### src/rtl/imem_boot_loader_if.sv
// ---------------------------------------------------------------------------
// imem_boot_loader_if : byte stream in, shared memory write port out
// Revision: 1.0
// ---------------------------------------------------------------------------
`default_nettype none

interface imem_boot_loader_if #(
  parameter int ADDR_W = 8
);
  logic [7:0]        byte_in;
  logic              byte_valid;
  logic              byte_last;
  logic              byte_ready;
  logic              mem_we;
  logic [ADDR_W-1:0] mem_addr;
  logic [7:0]        mem_data;

  modport master (
    output byte_in, byte_valid, byte_last,
    input  byte_ready, mem_we, mem_addr, mem_data
  );

  modport slave (
    input  byte_in, byte_valid, byte_last,
    output byte_ready, mem_we, mem_addr, mem_data
  );
endinterface

`default_nettype wire

### src/rtl/imem_boot_loader.sv
// ---------------------------------------------------------------------------
// imem_boot_loader : streams a byte image into instruction/data memory,
//                    pads it to a word boundary, then releases the pipeline
// Revision: 1.0
// ---------------------------------------------------------------------------
`default_nettype none

module imem_boot_loader #(
  parameter int ADDR_W      = 8,
  parameter int HOLD_CYCLES = 4
) (
  input  logic              clk,
  input  logic              rst_n,
  input  logic              start,
  imem_boot_loader_if.slave bus,
  output logic              cpu_rst,
  output logic              boot_done,
  output logic              overflow,
  output logic [ADDR_W-2:0] word_count
);

  typedef enum logic [1:0] {
    ST_LOAD = 2'd0,
    ST_PAD  = 2'd1,
    ST_HOLD = 2'd2,
    ST_RUN  = 2'd3
  } state_t;

  localparam logic [3:0] C_HOLD = 4'(HOLD_CYCLES);

  state_t            r_state;
  state_t            w_next;
  // One bit wider than the memory address so "full" is representable without wrapping
  logic [ADDR_W:0]   r_addr;
  logic [ADDR_W:0]   w_addr_next;
  logic [3:0]        r_hold;
  logic [3:0]        w_hold_next;
  logic              r_ready;
  logic              r_we;
  logic [ADDR_W-1:0] r_mem_addr;
  logic [7:0]        r_mem_data;
  logic              r_cpu_rst;
  logic              r_done;
  logic              r_ovf;
  logic [ADDR_W-2:0] r_wcount;

  logic              w_full;
  logic              w_accept;
  logic              w_we;
  logic [7:0]        w_data;
  logic              w_ovf_set;
  logic              w_clear;

  assign w_full   = r_addr[ADDR_W];
  assign w_accept = bus.byte_valid & r_ready;

  always_comb begin
    w_next      = r_state;
    w_addr_next = r_addr;
    w_hold_next = r_hold;
    w_we        = 1'b0;
    w_data      = 8'h00;
    w_ovf_set   = 1'b0;
    w_clear     = 1'b0;
    case (r_state)
      ST_LOAD: begin
        if (w_accept) begin
          if (w_full) begin
            w_ovf_set = 1'b1;
          end else begin
            w_we        = 1'b1;
            w_data      = bus.byte_in;
            w_addr_next = r_addr + (ADDR_W+1)'(1);
          end
          if (bus.byte_last) begin
            w_next = ST_PAD;
          end
        end
      end
      ST_PAD: begin
        if (r_addr[1:0] != 2'b00 && !w_full) begin
          w_we        = 1'b1;
          w_addr_next = r_addr + (ADDR_W+1)'(1);
        end else begin
          w_next      = ST_HOLD;
          w_hold_next = C_HOLD;
        end
      end
      ST_HOLD: begin
        w_hold_next = r_hold - 4'd1;
        if (r_hold <= 4'd1) begin
          w_next = ST_RUN;
        end
      end
      ST_RUN: begin
        if (start) begin
          w_next      = ST_LOAD;
          w_addr_next = '0;
          w_clear     = 1'b1;
        end
      end
      default: w_next = ST_LOAD;
    endcase
  end

  always_ff @(posedge clk or negedge rst_n) begin
    if (!rst_n) begin
      r_state    <= ST_LOAD;
      r_addr     <= '0;
      r_hold     <= '0;
      r_ready    <= 1'b0;
      r_we       <= 1'b0;
      r_mem_addr <= '0;
      r_mem_data <= '0;
      r_cpu_rst  <= 1'b1;
      r_done     <= 1'b0;
      r_ovf      <= 1'b0;
      r_wcount   <= '0;
    end else begin
      r_state   <= w_next;
      r_addr    <= w_addr_next;
      r_hold    <= w_hold_next;
      // Status outputs follow the next state so they change on the transition edge
      r_ready   <= (w_next == ST_LOAD);
      r_cpu_rst <= (w_next != ST_RUN);
      r_done    <= (w_next == ST_RUN);
      r_we      <= w_we;
      if (w_we) begin
        r_mem_addr <= r_addr[ADDR_W-1:0];
        r_mem_data <= w_data;
      end
      if (w_clear) begin
        r_ovf <= 1'b0;
      end else if (w_ovf_set) begin
        r_ovf <= 1'b1;
      end
      if (w_clear) begin
        r_wcount <= '0;
      end else if (w_we && r_addr[1:0] == 2'b11) begin
        r_wcount <= {1'b0, r_addr[ADDR_W-1:2]} + (ADDR_W-1)'(1);
      end
    end
  end

  assign bus.byte_ready = r_ready;
  assign bus.mem_we     = r_we;
  assign bus.mem_addr   = r_mem_addr;
  assign bus.mem_data   = r_mem_data;
  assign cpu_rst        = r_cpu_rst;
  assign boot_done      = r_done;
  assign overflow       = r_ovf;
  assign word_count     = r_wcount;

endmodule

`default_nettype wire

### src/flat_wrapper.sv
// flat-port wrapper written by rule: the top's interface ports become plain ports
module imem_boot_loader_flat 
#(
  parameter int ADDR_W      = 8,
  parameter int HOLD_CYCLES = 4
)
  (clk, rst_n, start, cpu_rst, boot_done, overflow, word_count, bus_byte_in, bus_byte_valid, bus_byte_last, bus_byte_ready, bus_mem_we, bus_mem_addr, bus_mem_data);
  imem_boot_loader_if #(.ADDR_W(ADDR_W)) bus_i ();
  input  logic clk;
  input  logic rst_n;
  input  logic start;
  output logic cpu_rst;
  output logic boot_done;
  output logic overflow;
  output logic [ADDR_W-2:0] word_count;
  input wire logic [$bits(bus_i.byte_in)-1:0] bus_byte_in;
  input wire logic [$bits(bus_i.byte_valid)-1:0] bus_byte_valid;
  input wire logic [$bits(bus_i.byte_last)-1:0] bus_byte_last;
  output wire logic [$bits(bus_i.byte_ready)-1:0] bus_byte_ready;
  output wire logic [$bits(bus_i.mem_we)-1:0] bus_mem_we;
  output wire logic [$bits(bus_i.mem_addr)-1:0] bus_mem_addr;
  output wire logic [$bits(bus_i.mem_data)-1:0] bus_mem_data;
  assign bus_i.byte_in = bus_byte_in;
  assign bus_i.byte_valid = bus_byte_valid;
  assign bus_i.byte_last = bus_byte_last;
  assign bus_byte_ready = bus_i.byte_ready;
  assign bus_mem_we = bus_i.mem_we;
  assign bus_mem_addr = bus_i.mem_addr;
  assign bus_mem_data = bus_i.mem_data;
  imem_boot_loader #(.ADDR_W(ADDR_W), .HOLD_CYCLES(HOLD_CYCLES)) u_core (.clk(clk), .rst_n(rst_n), .start(start), .bus(bus_i), .cpu_rst(cpu_rst), .boot_done(boot_done), .overflow(overflow), .word_count(word_count));
endmodule
### config.mk
export PLATFORM = sky130hd
export DESIGN_NAME = imem_boot_loader_flat
export DESIGN_NICKNAME = d
export VERILOG_FILES = /design/src/rtl/imem_boot_loader_if.sv /design/src/rtl/imem_boot_loader.sv /design/src/flat_wrapper.sv
export SDC_FILE = /design/constraint.sdc
export NUM_CORES = 1
export LEC_CHECK = 0
export BUFFER_PORTS_ARGS = -buffer_cell sky130_fd_sc_hd__buf_2
export CAP_MARGIN = 20
export CORE_AREA = 2 2 67 69
export CTS_BUF_LIST = sky130_fd_sc_hd__clkbuf_4
export DETAILED_ROUTE_END_ITERATION = 12
export DIE_AREA = 0 0 69 71
export PLACE_DENSITY = 0.79
export SLEW_MARGIN = 20
export SYNTH_ARGS = -nofsm -noshare
export SYNTH_HDL_FRONTEND = slang
export SYNTH_SLANG_ARGS = --single-unit
### constraint.sdc
create_clock -name clk -period 1.65 [get_ports clk]
set_input_delay 0.165 -clock clk [delete_from_list [all_inputs] [get_ports clk]]
set_output_delay 0.165 -clock clk [all_outputs]
set_load 0.02 [all_outputs]
==> results of run 1 <==
[final timing paths]
check,cells after the start,slack [ps],startpoint,end
min reg2reg,2,480,u_core.bus.mem_addr[3],u_core.bus.mem_addr[3]
min in group asynchronous,2,300,rst_n,u_core.word_count[3]
max in group asynchronous,3,790,rst_n,u_core.cpu_rst
min,2,20,bus_byte_in[3],u_core.bus.mem_data[3]
max reg2reg,8,20,u_core.r_addr[0],u_core.r_addr[5]
max,8,20,u_core.r_addr[0],u_core.r_addr[5]
[synthesized netlist by cell type (2+ instances only)]
library cell / instances
nand2_1: 49
dfrtp_1: 42
a22o_1: 8
inv_1: 7
ha_1: 6
nand3_1: 6
mux2i_1: 5
nor2_1: 5
o211ai_1: 5
o21ai_0: 5
o21ai_1: 5
or4_1: 5
xnor2_1: 5
a21oi_1: 3
and3_1: 3
buf_6: 3
clkbuf_1: 3
inv_2: 3
buf_4: 2
nor4_2: 2
o22ai_1: 2
[power by group]
group	internal [mW]	total, mW	switching (mW)	leakage, nW
Sequential	1.34	1.55	0.203	0.563
Clock	0.199	0.515	0.316	0.0361
Combinational	0.822	1.85	1.03	0.740
Total	2.36	3.91	1.55	1.34
[repair_timing]
action | in CTS | in global routing
pin swaps | 2 | 4
endpoints found under the hold margin | 19 | 0
setup buffers | 0 | 2
endpoints found under the setup margin | 15 | 23
hold buffers | 1 | 0
gates resized for setup | 6 | 12
gates cloned | 1 | 0
[state kept, by name, summed over array words and instances (netlist names)]
signal                 cells
u_core.r_hold              4
u_core.bus.byte_ready      1
u_core.r_addr              9
u_core.r_state             2
u_core.word_count          7
u_core.overflow            1
u_core.boot_done           1
u_core.bus.mem_data        8
u_core.bus.mem_we          1
u_core.cpu_rst             1
u_core.bus.mem_addr        8
[cells by family (layout without fill, tap and decap cells)]
group,count (synthesis),in the layout,synth area share
buffers and inverters,18,89,0.0473
adder cells (fa/ha/maj),6,6,0.0364
AO/OA/AOI/OAI,40,41,0.156
AND/OR/NAND/NOR,78,78,0.189
flip-flops,43,43,0.522
XOR/XNOR,6,6,0.0255
multiplexers,5,5,0.0243
[per-stage QoR]
step / setup TNS [ps] / std cells / power [mW] / instance area (sq um) / hold WS [ps]
detailed placement: -24.6 / 308 / 3.29 / 2500 / 156
finish: 0 / 320 / 3.91 / 2650 / 22.2
floorplan: 0 / 196 / 2.69 / 2070 / -131
CTS: 0 / 318 / 3.87 / 2590 / 8.94
global placement: 0 / 308 / 3.25 / 2500 / 152
global route: -632 / 320 / 4.23 / 2650 / 0.868
[layout make-up]
type                            count  share of cell area
Sequential cell                    43               0.407
Multi-Input combinational cell    136               0.360
Inverter                           10              0.0142
Tap cell                           52              0.0246
Clock buffer                        7              0.0199
Timing Repair Buffer               71               0.172
Clock inverter                      1             0.00189
[routing by layer]
| layer | part of all wire | vias to the layer above | global-route usage | wire [um] |
|---|---|---|---|---|
| met2 | 0.50 | 50 | 0.340 | 2210 |
| met4 | 0.013 | 0 | 0.0610 | 57 |
| met3 | 0.059 | 5 | 0.0556 | 260 |
| met5 | 0 | - | 0 | 0 |
| met1 | 0.43 | 822 | 0.249 | 1920 |
| li1 | - | 831 | - | - |
==> flow_summary.ini, run 1 <==
[critical_path]
crit_path_cell_trace = inv_2 -> ha_4 -> and2b_2 -> o21ai_4 -> buf_6 -> buf_4 -> o211ai_1 -> nand2_1
crit_fanout = 6
cp.required_ps = 1890
critical_path_class = reg2reg
path_buf_inv = 3
slowest_delay_ps = 380
worst_path_max_delay_cell = dfrtp_1
critPathLaunchType = register
crit_family = flip-flops
cp-end-kind = register
critPathArrivalTime_ps = 1870

[run]
maxCapViolCount = 0

[timing]
slew_headroom = 0.675
final.period_utilization = 0.986
setup_ws_ps = 22.5
worst_slew_pin_slew_ps = 488
finClkSkew_ps = 4.18
finalSetupViolations = 0
finalCriticalPeriod_ps = 1630
finalHoldViolCount = 0
slew_viol_final = 0
max_freq_ghz = 0.614
rsz0062_at_grt = yes

[routing]
drt-initial-drc-count = 76
wl_per_cell_um = 13.9
num_vias = 1708
wl_um = 4440
drt_first_pass_iters = 4
ant_nets = 0
viasPerCell = 5.34
drcViolationCount = 0

[hold_path]
min_path_type = in2reg

[clock_network]
cts-root-buf = clkbuf_4
cts_made_buffers = 5
cts_tree = done
clkLatencyLatePin_ps = 350
cts_max_level = 2
clock-sinks = 43
path_clk_slew_ps = 120
clock_path_buffers = 2

[floorplanning]
die_h_um = 71
die-area_sq_mm = 0.00490
coreArea_sq_mm = 0.00420
rows = 24
io_pins = 41
die_width_um = 69
start_util = 0.491

[final_layout]
fin_nets = 286
multiInputGateArea_sq_um = 952
n_fill_cell = 346
final_cell_mix = nand2_1 (47), dfrtp_1 (42), buf_2 (40), buf_4 (27), a22o_1 (8)
final_common_cell = nand2_1
synthToLayoutAreaGrowth_pct = 28.2
fin_util = 0.629
seqCellArea_sq_mm = 0.00108
drive_gt1_frac = 0.410
diodes = 0

[global_route]
grt_remaining_overflow = 0
grt.total_usage = 0.200
grt_first_pass_wirelength_um = 7760
grt_max_degree = 25
grt_pass1_vias = 1672
antenna_found_initial = 0

[synthesis]
synth_top_area_frac = 0.509
ys_seq_area_frac = 0.522
synth_area_leaders = dfrtp_1 (51%), nand2_1 (8.9%), ha_1 (3.6%)
ys_async_sr_fraction = 1.00
yosys.area.top_type = dfrtp_1
synth_cell_types = 43
synth-main-ff-cell = dfrtp_1
synth-seq-cells = 43
yosysWarnings = 0
synth_nets = 215
synth_edf_count = 0
synthCells = 196
syn_avg_cell_area_sq_um = 10.5
synth_area_sq_mm = 0.00206

[power_and_ir_drop]
power.leakage_nw = 1.34
vdd_drop_max_mv = 1.16
p_per_area_mw_per_mm2 = 1480

[placed_design]
post-place-ws_ps = -11.9
place_congestion = 0.875
numPortBuffers = 40
dp_hpwl_um = 3240

[outcome]
status = finished clean
No activity file was read; power rests on OpenSTA's default activity.
==> run 2, diff against run 1 <==
- BUFFER_PORTS_ARGS: -buffer_cell sky130_fd_sc_hd__buf_2 -> -buffer_cell sky130_fd_sc_hd__buf_4
==> run 2 against run 1 <==
The flow now finishes with violations (negative setup slack). Sequential share of layout area fell by 1.9 points. Cell count up 1.3%. Via count unchanged. Maximum frequency shrank 3.8%. Utilization increased by 3.1 points. Sequential power about the same. Register-to-register slack got worse by 60 ps. Setup slack got worse by 65 ps. Flip-flop and latch count is the same. Cell area grew 4.9%. Critical endpoint unchanged. Largest cell class unchanged.
==> flow_summary.ini, run 2 (synthesized netlist as in run 1, its figures left out) <==
[floorplanning]
coreArea_sq_mm = 0.00420
io_pins = 41
die_h_um = 71
rows = 24
die-area_sq_mm = 0.00490
start_util = 0.491
die_width_um = 69

[critical_path]
worstSetupEndpoint = u_core.r_addr[5]
critical_path_class = reg2reg
r2r-start = u_core.r_addr[1]
crit_fanout = 7
cp-end-kind = register
r2r_slack_ps = -40
reg2reg_depth = 6
critPathArrivalTime_ps = 2000
cp-startpoint = u_core.r_addr[1]
critPathLaunchType = register
r2r-end = u_core.r_addr[5]
cp.required_ps = 1950

[timing]
setup_ws_ps = -42.1
slew_headroom = 0.639
finalHoldViolCount = 0
rsz0062_at_grt = yes
final.period_utilization = 1.03
finalSetupViolations = 6
slew_viol_final = 0
max_freq_ghz = 0.591
finalCriticalPeriod_ps = 1690
finClkSkew_ps = 13.8
worst_slew_pin_slew_ps = 542

[clock_network]
cts_tree = done
clock-sinks = 43
cts-root-buf = clkbuf_4
path_clk_slew_ps = 130
clkLatencyLatePin_ps = 370
cts_made_buffers = 5
clock_path_buffers = 2
cts_max_level = 2

[final_layout]
fin_area_sq_mm = 0.00277
fin_nets = 290
final_cell_mix = buf_4 (66), nand2_1 (47), dfrtp_1 (42), a22o_1 (8), dlygate4sd3_1 (7)
final_common_cell = buf_4
largest_reg_flops = 9
drive_gt1_frac = 0.390
synthToLayoutAreaGrowth_pct = 34.4
top_register = u_core.r_addr
diodes = 0

[hold_path]
min_path_type = in2reg

[power_and_ir_drop]
power_frac_seq = 0.381
vdd_drop_max_mv = 0.911
power.total_mw = 4.05
swShare = 0.398
power.leakage_nw = 1.36
pwr-share-comb = 0.496
switching_power_mw = 1.61
p_per_area_mw_per_mm2 = 1460
clkPwrFrac = 0.123
p_int_mw = 2.44

[placed_design]
dp_hpwl_um = 3180
post_dp_cell_area_sq_mm = 0.00256
place_congestion = 0.796
post-place-ws_ps = -39.5
numPortBuffers = 40

[routing]
wl_um = 4680
viasPerCell = 5.27
num_vias = 1708
drcViolationCount = 0
wl_per_cell_um = 14.5
drt-initial-drc-count = 66
ant_nets = 0
drt_first_pass_iters = 4

[outcome]
status = complete, but fails checks
violations = negative setup slack

[global_route]
antenna_found_initial = 0
grt_pass1_vias = 1742
grt.total_usage = 0.198
grt_remaining_overflow = 0
grt_max_degree = 44
grt_first_pass_wirelength_um = 7710

[run]
maxCapViolCount = 0
## run 2: changes by cell type in the layout (fill, tap and decap cells not counted), moves of 2 or more
| cell | delta |
|---|---|
| clkinv_2 | +2 |
| o21ai_2 | -2 |
| clkbuf_4 | -2 |
| buf_2 | -40 |
| dlygate4sd3_1 | +6 |
| buf_4 | +39 |
## run 2: worst min-delay path by stage
stage | cells after the start | slack [ps] | start | end
after floorplan | 0 | -130 | rst_n | u_core.boot_done
after global placement | 1 | 180 | rst_n | u_core.word_count[2]
after detailed placement | 1 | 190 | rst_n | u_core.word_count[2]
after CTS | 2 | 0.05 | bus_byte_in[2] | u_core.bus.mem_data[2]
after global routing | 2 | 3 | bus_byte_in[6] | u_core.bus.mem_data[6]
final | 2 | 20 | bus_byte_in[3] | u_core.bus.mem_data[3]
## run 2: worst max-delay path, stage by stage (launching register included)
cell and delay, ps:
dfrtp_1 390, inv_2 60, ha_4 160, and2b_2 270, o21ai_4 110, or4_4 570, nand2_2 70
## run 2: power groups by stage
stage          logic [mW]  registers [mW]  clock network (mW)
6_report             2.01            1.54               0.500
3_3_place_gp         1.78            1.55                   0
3_5_place_dp         1.85            1.55                   0
2_1_floorplan       0.905            1.79                   0
5_1_grt              2.19            1.58               0.570
4_1_cts              1.90            1.54               0.519
## run 2: through the flow
step | utilization | instances | hold WS [ps] | TNS (ps)
3_5_place_dp | 0.609 | 305 | 191 | -377
4_1_cts | 0.638 | 318 | 0.0536 | -96.6
5_1_grt | 0.660 | 324 | 2.58 | -899
2_1_floorplan | - | 196 | -131 | 0
3_3_place_gp | 0.609 | 305 | 183 | 0
6_report | 0.660 | 324 | 17.6 | -118
## run 2: area by class of cell
type                       count  area [sq um]
clock buffer                   5          37.5
clock inverter                 3          15.0
fill                         353          1430
inverter                      10          37.5
multi-input combinational    136           953
sequential                    43          1080
tap                           52          65.1
timing repair buffer          75           588
## run 2: timing repair
item                                   CTS  global route
gates resized for setup                  6            11
buffers inserted                         0             3
setup endpoints to repair               28            32
pin swaps                                5            13
cloned                                   1             0
endpoints found under the hold margin   45             3
hold buffers                             4             3
## run 2: metal layers
layer | track usage | share of wire | wire (um)
met1 | 0.245 | 0.43 | 2020
met2 | 0.332 | 0.51 | 2390
met3 | 0.0470 | 0.045 | 209
met4 | 0.0871 | 0.014 | 66
met5 | 0 | 0 | 0
==> run 3, diff against run 2 <==
- CELL_PAD_IN_SITES_DETAIL_PLACEMENT: not set -> 2
- CELL_PAD_IN_SITES_GLOBAL_PLACEMENT: not set -> 2
- CORE_AREA: 2 2 67 69 -> 2 2 84 86
- DIE_AREA: 0 0 69 71 -> 0 0 86 88
- PLACE_DENSITY: 0.79 -> 0.78
==> run 3 against run 2 <==
First-iteration DRC count rose by 14%. Hold slack improved by 21 ps. Non-clock buffer count rose by 8. Flip-flop and latch count did not move. Cell count rose by 11%. Critical endpoint unchanged. Via count rose by 4.6%. Die area rose by 54%. Total power rose by 12%. The run still ends with negative setup slack left. Sequential power barely moved.
==> flow_summary.ini, run 3 (synthesized netlist as in run 1, its figures left out) <==
[outcome]
status = complete, but fails checks
violations = negative setup slack

[final_layout]
diodes = 0
largest_reg_flops = 9
final_cell_mix = buf_4 (72), nand2_1 (48), dfrtp_1 (42), a22o_1 (8), dlygate4sd3_1 (8)
fin_nets = 298
top_register = u_core.r_addr
synthToLayoutAreaGrowth_pct = 42.4
final_common_cell = buf_4
drive_gt1_frac = 0.407
fin_util = 0.442

[routing]
wl_per_cell_um = 17.0
num_vias = 1786
wl_um = 6110
drt-initial-drc-count = 75
ant_nets = 0
viasPerCell = 4.96
drcViolationCount = 0
drt_first_pass_iters = 4

[critical_path]
slowest_delay_ps = 420
cp.required_ps = 1950
crit_family = flip-flops
critPathArrivalTime_ps = 2000
critical_path_class = reg2reg
worst_path_max_delay_cell = dfrtp_1
critPathLaunchType = register
crit_fanout = 18
path_buf_inv = 2
cp-end-kind = register
crit_path_cell_trace = inv_2 -> ha_4 -> and2b_2 -> o21ai_4 -> buf_6 -> o211ai_1 -> nand2_1

[floorplanning]
die-area_sq_mm = 0.00757
io_pins = 41
die_h_um = 88
die_width_um = 86
rows = 30
start_util = 0.311
coreArea_sq_mm = 0.00664

[power_and_ir_drop]
p_per_area_mw_per_mm2 = 1540
vdd_drop_max_mv = 0.615
power.leakage_nw = 1.42
power.total_mw = 4.52

[global_route]
antenna_found_initial = 0
grt.total_usage = 0.177
grt_max_degree = 44
grt_remaining_overflow = 0
grt_first_pass_wirelength_um = 10300
grt_pass1_vias = 2047

[hold_path]
min_path_type = in2reg

[clock_network]
path_clk_slew_ps = 130
clock_path_buffers = 2
cts-root-buf = clkbuf_4
cts_tree = done
cts_made_buffers = 5
cts_max_level = 2
clock-sinks = 43
clkLatencyLatePin_ps = 370

[run]
maxCapViolCount = 0

[timing]
slew_headroom = 0.618
final.period_utilization = 1.03
worst_slew_pin_slew_ps = 573
whs_ps = 38.5
finClkSkew_ps = 13.2
slew_viol_final = 0
rsz0062_at_grt = yes
finalSetupViolations = 11
max_freq_ghz = 0.591
finalCriticalPeriod_ps = 1690
setup_ws_ps = -43.3
finalHoldViolCount = 0

[placed_design]
dp_hpwl_um = 4220
numPortBuffers = 40
place_congestion = 0.758
[run 3: path summary, 6_finish.rpt]
check / start / end / slack (ps) / depth (start not counted)
max: u_core.r_addr[0] / u_core.r_addr[5] / -40 / 7
min: bus_byte_in[6] / u_core.bus.mem_data[6] / 40 / 2
max reg2reg: u_core.r_addr[0] / u_core.r_addr[5] / -40 / 7
min reg2reg: u_core.bus.mem_addr[6] / u_core.bus.mem_addr[6] / 490 / 2
max in group asynchronous: rst_n / u_core.bus.mem_data[2] / 940 / 2
min in group asynchronous: rst_n / u_core.r_state[1] / 310 / 2
[run 3: report_power, final]
part	leakage, nW	internal (mW)	switching (mW)
combinational	0.810	0.977	1.14
sequential	0.563	1.34	0.215
clock	0.0514	0.471	0.378
[run 3: final cells by class]
type / instances / area (sq um)
multi-input cells: 136 / 955
clock buffers: 5 / 37.5
clock inverters: 3 / 67.6
inverters: 10 / 37.5
well taps: 80 / 100
repair buffers: 83 / 663
flip-flops and latches: 43 / 1080
fillers: 723 / 3710
[run 3: timing repair]
action | in CTS | in global routing
setup buffers | 9 | 2
hold buffers | 6 | 2
hold endpoints to repair | 47 | 2
pin swaps | 9 | 8
gates resized for setup | 16 | 2
cloned | 1 | 0
endpoints found under the setup margin | 32 | 32
[run 3: metal layers]
| layer | track usage | up-vias | wire [um] |
|---|---|---|---|
| met5 | 0 | - | 0 |
| met4 | 0.0433 | 0 | 70 |
| met3 | 0.0339 | 6 | 177 |
| met2 | 0.326 | 30 | 3230 |
| met1 | 0.211 | 904 | 2630 |
| li1 | - | 846 | - |
[run 3: through the flow]
stage                     instance area (sq um)  cells  TNS [ps]  setup WS [ps]
after detailed placement                   2620    335     -3050           -192
after CTS                                  2900    357      -165          -36.3
after floorplan                            2070    196         0           3.55
final                                      2940    360      -252          -43.3
after global placement                     2620    335     -20.8          -20.8
after global routing                       2940    360     -1790           -132
